### config.mk
export PLATFORM = sky130hd
export DESIGN_NAME = mmio_bridge
export DESIGN_NICKNAME = d
export VERILOG_FILES = /design/src/rtl/mmio_pkg.sv /design/src/rtl/button_debouncer.sv /design/src/rtl/mmio_bridge.sv
export SDC_FILE = /design/constraint.sdc
export NUM_CORES = 1
export LEC_CHECK = 0
export ABC_CLOCK_PERIOD_IN_PS = 6400
export CAP_MARGIN = 20
export CORE_UTILIZATION = 30
export CTS_BUF_LIST = sky130_fd_sc_hd__clkbuf_8
export DETAILED_ROUTE_END_ITERATION = 8
export GPL_TIMING_DRIVEN = 0
export PLACE_DENSITY = 0.65
export RECOVER_POWER = 100
export SLEW_MARGIN = 20
export SYNTH_ARGS = -nofsm -noshare
export SYNTH_HDL_FRONTEND = slang
export SYNTH_HIERARCHICAL = 1
export SYNTH_SLANG_ARGS = --single-unit
export TNS_END_PERCENT = 30
### constraint.sdc
create_clock -name clock -period 6.4 [get_ports clock]
set_clock_uncertainty 0.15 [all_clocks]
set_input_delay 1.28 -clock clock [delete_from_list [all_inputs] [get_ports clock]]
set_output_delay 1.28 -clock clock [all_outputs]
set_load 0.005 [all_outputs]
### src/rtl/mmio_pkg.sv
// Shared constants for the game MMIO bridge: register offsets, button bit indices
// and the RAND LFSR seed/taps with its single-step helper.
package mmio_pkg;

  localparam int unsigned DATA_W = 32;
  localparam int unsigned ADDR_W = 12;

  localparam int unsigned OFF_BTN_STATUS  = 0;
  localparam int unsigned OFF_BTN_EVENT   = 1;
  localparam int unsigned OFF_FRAME_COUNT = 2;
  localparam int unsigned OFF_FRAME_FLAG  = 3;
  localparam int unsigned OFF_SCORE       = 4;
  localparam int unsigned OFF_RAND        = 5;

  localparam int unsigned BTN_JUMP = 0;
  localparam int unsigned BTN_DUCK = 1;

  localparam logic [DATA_W-1:0] LFSR_SEED = 32'hACE1_0001;
  localparam logic [DATA_W-1:0] LFSR_TAPS = 32'h8020_0003;

  // Right-shifting Galois LFSR step
  function automatic logic [DATA_W-1:0] lfsr_step(input logic [DATA_W-1:0] s);
    return {1'b0, s[DATA_W-1:1]} ^ (s[0] ? LFSR_TAPS : '0);
  endfunction

endpackage

### src/rtl/button_debouncer.sv
// Synchronizes and debounces one asynchronous button; emits a one-cycle rise pulse.
// A button held through reset is not reported as a press until it has been seen released.
module button_debouncer #(
  parameter int unsigned DEBOUNCE_CYCLES = 250000
) (
  input  logic clock,
  input  logic reset,
  input  logic raw,
  output logic level,
  output logic rise
);

  localparam int unsigned CNT_W = (DEBOUNCE_CYCLES > 1) ? $clog2(DEBOUNCE_CYCLES) : 1;
  localparam logic [CNT_W-1:0] CNT_MAX = CNT_W'(DEBOUNCE_CYCLES - 1);

  logic             sync1_q, sync1_d;
  logic             sync2_q, sync2_d;
  logic             vld1_q, vld1_d;
  logic             vld2_q, vld2_d;
  logic             armed_q, armed_d;
  logic             level_q, level_d;
  logic             rise_q, rise_d;
  logic [CNT_W-1:0] cnt_q, cnt_d;

  always_comb begin
    sync1_d = raw;
    sync2_d = sync1_q;
    vld1_d  = 1'b1;
    vld2_d  = vld1_q;
    cnt_d   = '0;
    level_d = level_q;
    rise_d  = 1'b0;
    // Arm once a valid synchronized low has been observed
    armed_d = armed_q | (vld2_q & ~sync2_q);
    if (sync2_q != level_q) begin
      if (cnt_q == CNT_MAX) begin
        level_d = sync2_q;
        rise_d  = sync2_q & armed_q;
      end else begin
        cnt_d = cnt_q + CNT_W'(1);
      end
    end
  end

  always_ff @(posedge clock) begin
    if (reset) begin
      sync1_q <= 1'b0;
      sync2_q <= 1'b0;
      vld1_q  <= 1'b0;
      vld2_q  <= 1'b0;
      armed_q <= 1'b0;
      level_q <= 1'b0;
      rise_q  <= 1'b0;
      cnt_q   <= '0;
    end else begin
      sync1_q <= sync1_d;
      sync2_q <= sync2_d;
      vld1_q  <= vld1_d;
      vld2_q  <= vld2_d;
      armed_q <= armed_d;
      level_q <= level_d;
      rise_q  <= rise_d;
      cnt_q   <= cnt_d;
    end
  end

  assign level = level_q;
  assign rise  = rise_q;

endmodule

### src/rtl/mmio_bridge.sv
// Data-port bridge: RAM passthrough plus game I/O registers in the IO_BASE..0xFFF window.
// Optional macro MMIO_RAND_EN adds the RAND LFSR register; without it RAND reads 0.
module mmio_bridge
  import mmio_pkg::*;
#(
  parameter int unsigned DEBOUNCE_CYCLES = 250000,
  parameter int unsigned FRAME_DIV       = 416667,
  parameter logic [11:0] IO_BASE         = 12'hFF0
) (
  input  logic        clock,
  input  logic        reset,
  input  logic [31:0] proc_addr,
  input  logic        proc_wren,
  input  logic [31:0] proc_wdata,
  output logic [31:0] proc_rdata,
  output logic        ram_wEn,
  output logic [11:0] ram_addr,
  output logic [31:0] ram_dataIn,
  input  logic [31:0] ram_dataOut,
  input  logic        btn_jump_raw,
  input  logic        btn_duck_raw,
  output logic [31:0] score_out
);

  localparam int unsigned DIV_W = (FRAME_DIV > 1) ? $clog2(FRAME_DIV) : 1;
  localparam logic [DIV_W-1:0] DIV_MAX = DIV_W'(FRAME_DIV - 1);

  logic [ADDR_W-1:0] addr;
  logic [ADDR_W-1:0] off;
  logic              is_io;
  logic              wr_io;
  logic              tick;
  logic [1:0]        btn_level;
  logic [1:0]        btn_rise;
  logic [DATA_W-1:0] rand_rdata;
  logic              unused_addr_hi;

  logic              sel_q, sel_d;
  logic [DATA_W-1:0] io_rdata_q, io_rdata_d;
  logic [1:0]        btn_evt_q, btn_evt_d;
  logic [DIV_W-1:0]  div_q, div_d;
  logic [DATA_W-1:0] frame_cnt_q, frame_cnt_d;
  logic              frame_flag_q, frame_flag_d;
  logic [DATA_W-1:0] score_q, score_d;

  assign addr           = proc_addr[ADDR_W-1:0];
  assign unused_addr_hi = ^proc_addr[31:ADDR_W];
  assign is_io          = (addr >= IO_BASE);
  assign off            = addr - IO_BASE;
  assign wr_io          = proc_wren & is_io;

  assign ram_addr   = addr;
  assign ram_dataIn = proc_wdata;
  assign ram_wEn    = proc_wren & ~is_io;

  button_debouncer #(.DEBOUNCE_CYCLES(DEBOUNCE_CYCLES)) u_jump (
    .clock (clock),
    .reset (reset),
    .raw   (btn_jump_raw),
    .level (btn_level[BTN_JUMP]),
    .rise  (btn_rise[BTN_JUMP])
  );

  button_debouncer #(.DEBOUNCE_CYCLES(DEBOUNCE_CYCLES)) u_duck (
    .clock (clock),
    .reset (reset),
    .raw   (btn_duck_raw),
    .level (btn_level[BTN_DUCK]),
    .rise  (btn_rise[BTN_DUCK])
  );

`ifdef MMIO_RAND_EN
  logic [DATA_W-1:0] lfsr_q, lfsr_d;

  // Free-running LFSR; a zero write reseeds with the default seed so it never locks up
  always_comb begin
    lfsr_d = lfsr_step(lfsr_q);
    if (wr_io && off == ADDR_W'(OFF_RAND)) begin
      lfsr_d = (proc_wdata == '0) ? LFSR_SEED : proc_wdata;
    end
  end

  always_ff @(posedge clock) begin
    if (reset) lfsr_q <= LFSR_SEED;
    else       lfsr_q <= lfsr_d;
  end

  assign rand_rdata = lfsr_q;
`else
  assign rand_rdata = '0;
`endif

  // Register updates, frame divider and pre-write read mux
  always_comb begin
    tick         = (div_q == DIV_MAX);
    div_d        = tick ? '0 : div_q + DIV_W'(1);
    frame_cnt_d  = frame_cnt_q + DATA_W'(tick);
    frame_flag_d = frame_flag_q;
    btn_evt_d    = btn_evt_q;
    score_d      = score_q;
    sel_d        = is_io;
    io_rdata_d   = '0;

    if (wr_io && off == ADDR_W'(OFF_BTN_EVENT))  btn_evt_d    = btn_evt_q & ~proc_wdata[1:0];
    if (wr_io && off == ADDR_W'(OFF_FRAME_FLAG)) frame_flag_d = frame_flag_q & ~proc_wdata[0];
    if (wr_io && off == ADDR_W'(OFF_SCORE))      score_d      = proc_wdata;

    // Set sources are applied last so they win over a same-cycle clear
    btn_evt_d    = btn_evt_d | btn_rise;
    frame_flag_d = frame_flag_d | tick;

    if (is_io) begin
      case (off)
        ADDR_W'(OFF_BTN_STATUS):  io_rdata_d = {30'b0, btn_level};
        ADDR_W'(OFF_BTN_EVENT):   io_rdata_d = {30'b0, btn_evt_q};
        ADDR_W'(OFF_FRAME_COUNT): io_rdata_d = frame_cnt_q;
        ADDR_W'(OFF_FRAME_FLAG):  io_rdata_d = {31'b0, frame_flag_q};
        ADDR_W'(OFF_SCORE):       io_rdata_d = score_q;
        ADDR_W'(OFF_RAND):        io_rdata_d = rand_rdata;
        default:                  io_rdata_d = '0;
      endcase
    end
  end

  always_ff @(posedge clock) begin
    if (reset) begin
      sel_q        <= 1'b0;
      io_rdata_q   <= '0;
      btn_evt_q    <= '0;
      div_q        <= '0;
      frame_cnt_q  <= '0;
      frame_flag_q <= 1'b0;
      score_q      <= '0;
    end else begin
      sel_q        <= sel_d;
      io_rdata_q   <= io_rdata_d;
      btn_evt_q    <= btn_evt_d;
      div_q        <= div_d;
      frame_cnt_q  <= frame_cnt_d;
      frame_flag_q <= frame_flag_d;
      score_q      <= score_d;
    end
  end

  assign proc_rdata = sel_q ? io_rdata_q : ram_dataOut;
  assign score_out  = score_q;

endmodule

### Yosys cells after proc, flatten, opt, wreduce, memory -nomap -nowiden

Index checks and enable logic that the tools add are counted.

| storage, ports and cells | value |
|---|---|
| flip-flop bits (word level) | 167 |
| output and inout bits | 109 |

| operators by class | value |
|---|---|
| add/subtract/negate cells | 5 |
| magnitude comparators | 1 |
| eq/ne operators | 9 |
| mux-type cells | 5 |
| bitwise logic cells | 21 |
| reductions and logical operators | 12 |

Operator list:

| kind | number |
|---|---|
| $pmux 32 s5 | 1 |
| $add 18x1->18 const B | 2 |
| $eq 18x18->1 const B | 2 |
| $add 32x1->32 | 1 |
| $mux 32 | 1 |
| $eq 12x2->1 const B | 2 |
| $add 19x1->19 const B | 1 |
| $eq 19x19->1 const B | 1 |
| $eq 12x1->1 const B | 1 |
| $eq 12x3->1 const B | 1 |
| $ge 12x12->1 const B | 1 |
| $logic_not 12->1 | 1 |
| $reduce_or 3->1 | 4 |
| $sub 12x12->12 const B | 1 |
| $not 1->1 | 8 |
| $and 1x1->1 | 7 |
| $reduce_and 2->1 | 2 |
| $reduce_or 2->1 | 2 |
| $logic_and 1x1->1 | 3 |
| $or 1x1->1 | 3 |
| $and 2x2->2 | 1 |
| $mux 1 | 2 |
| $mux 2 | 1 |
| $ne 1x1->1 | 2 |
| 2 further kinds | 2 |

### Depth between registers and ports, before layout

| logic depth | value |
|---|---|
| word-level depth | 5 |
| gate-level depth with buffers | 12 |
| mapped depth without buffers | 9 |

### By module

The synthesis kept the hierarchy.

Modules (own cells, without submodules):

| module | instances | cells each | area an instance (um2) | seq. area each (um2) |
|---|---|---|---|---|
| mmio_bridge | 1 | 631 | 5482.8 | 2382.3 |
| button_debouncer | 2 | 112 | 1077.3 | 500.5 |

### Least setup slack after synthesis

Ideal clock, no wire load.

| path | value |
|---|---|
| kind | in2out |
| start point | input proc_addr[7] |
| end point | output ram_wEn |
| arrival | 1.930 ns |
| required time | 4.970 ns |
| slack | 3.040 ns |
| stages on the path | 3 |
| buffers on the path | 0 |
| cells stage by stage | nand4_1 -> or2_1 -> and2_1 |

| on the way | value |
|---|---|
| longest elaborated chain between the ends | 3 |

RTL lines:

| element | RTL line | text |
|---|---|---|
| start, declared | mmio_bridge.sv:12 | `input logic [31:0] proc_addr,` |
| $ge 12x12->1 | mmio_bridge.sv:48 | `assign is_io = (addr >= IO_BASE);` |
| $not 1->1 (no line) | -- |  |
| $and 1x1->1 | mmio_bridge.sv:54 | `assign ram_wEn = proc_wren & ~is_io;` |
| end, declared | mmio_bridge.sv:16 | `output logic ram_wEn,` |

No other way between the ends.

### Worst setup path after layout

Same ends and word-level chain as after synthesis.

==> summary.txt <==
Synthesis
  • Synthesis-stage register bit count: 169
  • Largest family of logic cells by synthesized area: simple AND/OR/NAND/NOR gates
  • Post-synthesis sequential area ratio: 44.3%
  • Simple-Gate Fraction of Synth Area: 24.3%
  • Area leader, netlist: dfxtp_1
  • Async set-or-reset flop fraction in the synthesized netlist: 0%
  • Post-synth top area share: 44.3%
  • Syn Nets: 962
  • Post-synthesis xor/xnor area fraction: 6.42%
  • Commonest cells in the netlist: dfxtp_1, nor2_1, nand2_1
  • Mapped cell area: 7640 sq um
  • Top-count cell post-synth: dfxtp_1
  • Compound-Gate Fraction of Synth Area: 10.9%
  • Most used DFF post-synth: dfxtp_1
  • Cell variety after synth: 52
  • Warnings, synthesis: 6
  • Syn_area_per_cell: 8.93 sq um
  • Synth Area in Adders: 0.983%
  • Post-synth EDFFs: 0
  • Post-synthesis mux area share: 5.39%
  • Top cells by area, synth: dfxtp_1, nor2_1, mux2_2
  • Gate Count Post-Synth: 855

Floorplan
  • # IOs: 210
  • Die Ht: 162 um
  • Core footprint: 25,100 sq um
  • Full die area: 26,100 sq um
  • Row cnt: 58
  • Die X: 162 um
  • Initial Utilization: 30.4%

Flow run
  • Number of max-cap violations: 1

Critical path
  • CP startpoint kind: input pin
  • FF-to-FF setup slack: 2.36 ns
  • CP Class: in -> out
  • Reg2reg end: frame_cnt_q[30]
  • CP Capture Type: output port
  • CP max stage cell: dlygate4sd3_1
  • Worst R2R Start: div_q[15]
  • WP data arrival: 3.27 ns
  • CP cell instances: dlygate4sd3_1, nand4_1, or2_0, and2_0, clkdlybuf4s50_1
  • Worst-path fanout max: 7
  • R2R cell count: 11
  • WP data required: 4.97 ns
  • Crit-path max cell delay: 0.56 ns

STA
  • Final Hold Vio Count: 0
  • Period utilisation layout: 73.5%
  • Slew margin rel.: -8.84%
  • Tmin final: 4.70 ns
  • TNS Setup: 0 ns
  • Fmax: 213 MHz
  • Worst-Margin Slew: 1.61 ns
  • Final worst setup slack: 1.70 ns
  • Max-slew violations: 11
  • Final setup vio count: 0
  • RSZ-0062 raised after global routing: false

Clock network
  • Total CTS buffers: 17
  • Post-CTS sizing: 0
  • Clock buffer depth: 2
  • Post-CTS Hold Fix Bufs: 0
  • Clk sink count: 169
  • Clk slew on worst S/H paths: 0.09 ns
  • Htree depth: 4
  • Root Buffer: clkbuf_8
  • Post-CTS setup buffers: 0
  • TritonCTS clock tree: done
  • Clock Latency Late Sink: 0.46 ns

Power and ir drop
  • Final Power: 1.99 mW
  • Clock power frac: 38.9%
  • Power Internal: 1.49 mW
  • Net Sw Power: 0.499 mW
  • PD cells: 195 nW/um^2
  • Peak VDD IR: 103 uV
  • Seq pwr share: 53.2%
  • Switch share: 25.0%
  • P_leak: 3.45 nW
  • Combinational power share: 8.0%

Global routing
  • Number of global-route vias before repair: 6,394
  • Initial antenna violation count: 0
  • Global-route wire length before repair: 32,200 um
  • Total track usage: 15.5%
  • Total global routing overflow: 0
  • Largest net degree at the start of global routing: 21

Min path
  • Hold endpoint: u_jump/vld2_q
  • Hold depth: 1
  • Worst hold-check path type: reg -> reg
  • Hold Crit Start: u_jump/vld1_q

Routing
  • Via/cell ratio: 4.73
  • Post-DR wirelength/cell: 14.2 um
  • Post-DRT Antenna Nets: 0
  • Initial drt markers: 363
  • WL final: 20,000 um
  • Vias post-DR: 6,650
  • Post-route DRC: 0
  • DR pass1 iterations: 5

Layout
  • FF+latch area: 3380 sq um
  • Area grow syn2layout: 34.1%
  • Multi-input logic area: 3600 sq um
  • Nets: 1,169
  • Cell area after layout: 10,200 sq um
  • # fillers: 2,584
  • Finished Layout Cells: 1,405
  • Share of cells above drive strength 1: 12.0%
  • # diodes: 0

Placement
  • Place WS: 1.78 ns
  • GPL Wtd Cong: 0.807
  • Port buffer count: 188
  • Dpl cells: 1,373
  • DP HPWL: 14,600 um
  • Post-DP Area: 9930 sq um

Run status
  • Failing checks: capacitance limit, slew limit
  • Status: complete, but fails checks
==> power by group through the flow <==
stage | logic (mW) | clock network, mW | registers (mW)
finish | 0.159 | 0.775 | 1.06
global route | 0.172 | 0.845 | 1.06
CTS | 0.172 | 0.800 | 1.06
detailed placement | 0.171 | 0 | 1.08
global placement | 0.170 | 0 | 1.08
floorplan | 0.0558 | 0 | 1.08
==> worst max-delay path: cells and delay by family <==
kind / cells / cell delay, ns
buffers and inverters: 2 / 1.02
and+or+nand+nor: 3 / 0.96
==> logic make-up after synthesis <==
family,count (synthesis)
xor gates and xnor gates,56
and+or+nand+nor,356
DFF,169
AOI/OAI and AO/OA,128
adders and majority gates,6
muxes,37
buffers and inverters,103
==> worst max path at each step <==
stage | startpoint | end | slack [ns] | cells past startpoint
final | proc_addr[7] | ram_wEn | 1.70 | 5
after CTS | proc_addr[7] | ram_wEn | 1.78 | 5
after global routing | proc_addr[7] | ram_wEn | 1.62 | 5
after global placement | proc_addr[7] | ram_wEn | 1.81 | 5
after detailed placement | proc_addr[7] | ram_wEn | 1.78 | 5
after floorplan | proc_addr[7] | ram_wEn | 3.04 | 3
==> stage by stage <==
step	hold slack, ns	utilization (%)
final	0.291	40.8
after global routing	0.305	40.8
after CTS	0.292	41.2
after detailed placement	0.272	39.6
after global placement	0.270	39.6
after floorplan	0.261	-
==> metal layers <==
layer  routed length, um  vias to the layer above  share of wire [%]  track usage (%)
li1                    -                     3361                  -                -
met4                 411                        0                2.1             5.32
met5                   0                        -                  0                0
met1                9200                     3098                 46             20.0
met2                9490                      166                 47             25.5
met3                 888                       25                4.4             3.18
==> layout by cell type, fill, tap and decap left out, types with 5 or more instances in the layout <==
master,instances
nand3_1,33
dlygate4sd3_1,106
buf_4,43
nand2_1,95
o21ai_1,5
or4_1,16
o31ai_1,12
and4_1,5
or3_1,15
mux2_2,32
xor2_1,21
o21ai_0,10
clkbuf_1,34
a22oi_1,31
dfxtp_1,169
nor4_1,17
nand4_1,19
inv_8,5
clkbuf_8,17
inv_6,6
nor3_1,12
nor2b_1,10
nor2_1,103
inv_1,21
a21oi_1,59
ha_1,6
clkdlybuf4s50_1,82
xnor2_1,35
==> final cells by class <==
type / count / area share, %
multi-input combinational: 583 / 35.2
sequential: 169 / 33.0
timing repair buffer: 188 / 18.4
buffer: 82 / 4.67
tap: 330 / 4.03
clock buffer: 17 / 2.28
clock inverter: 15 / 1.69
inverter: 21 / 0.770
==> flip-flops by register name, indices dropped and copies added (netlist names) <==
register / cells
u_jump/level: 1
u_duck/vld2_q: 1
u_duck/rise: 1
u_duck/sync2_q: 1
frame_flag_q: 1
u_duck/level: 1
u_jump/rise: 1
io_rdata_q: 32
u_jump/sync2_q: 1
u_duck/vld1_q: 1
u_duck/armed_q: 1
u_jump/cnt_q: 18
u_jump/armed_q: 1
score_out: 32
btn_evt_q: 2
sel_q: 1
u_jump/vld1_q: 1
u_jump/sync1_q: 1
div_q: 19
frame_cnt_q: 32
u_jump/vld2_q: 1
u_duck/cnt_q: 18
u_duck/sync1_q: 1
Power figures use the tool's default switching activity.
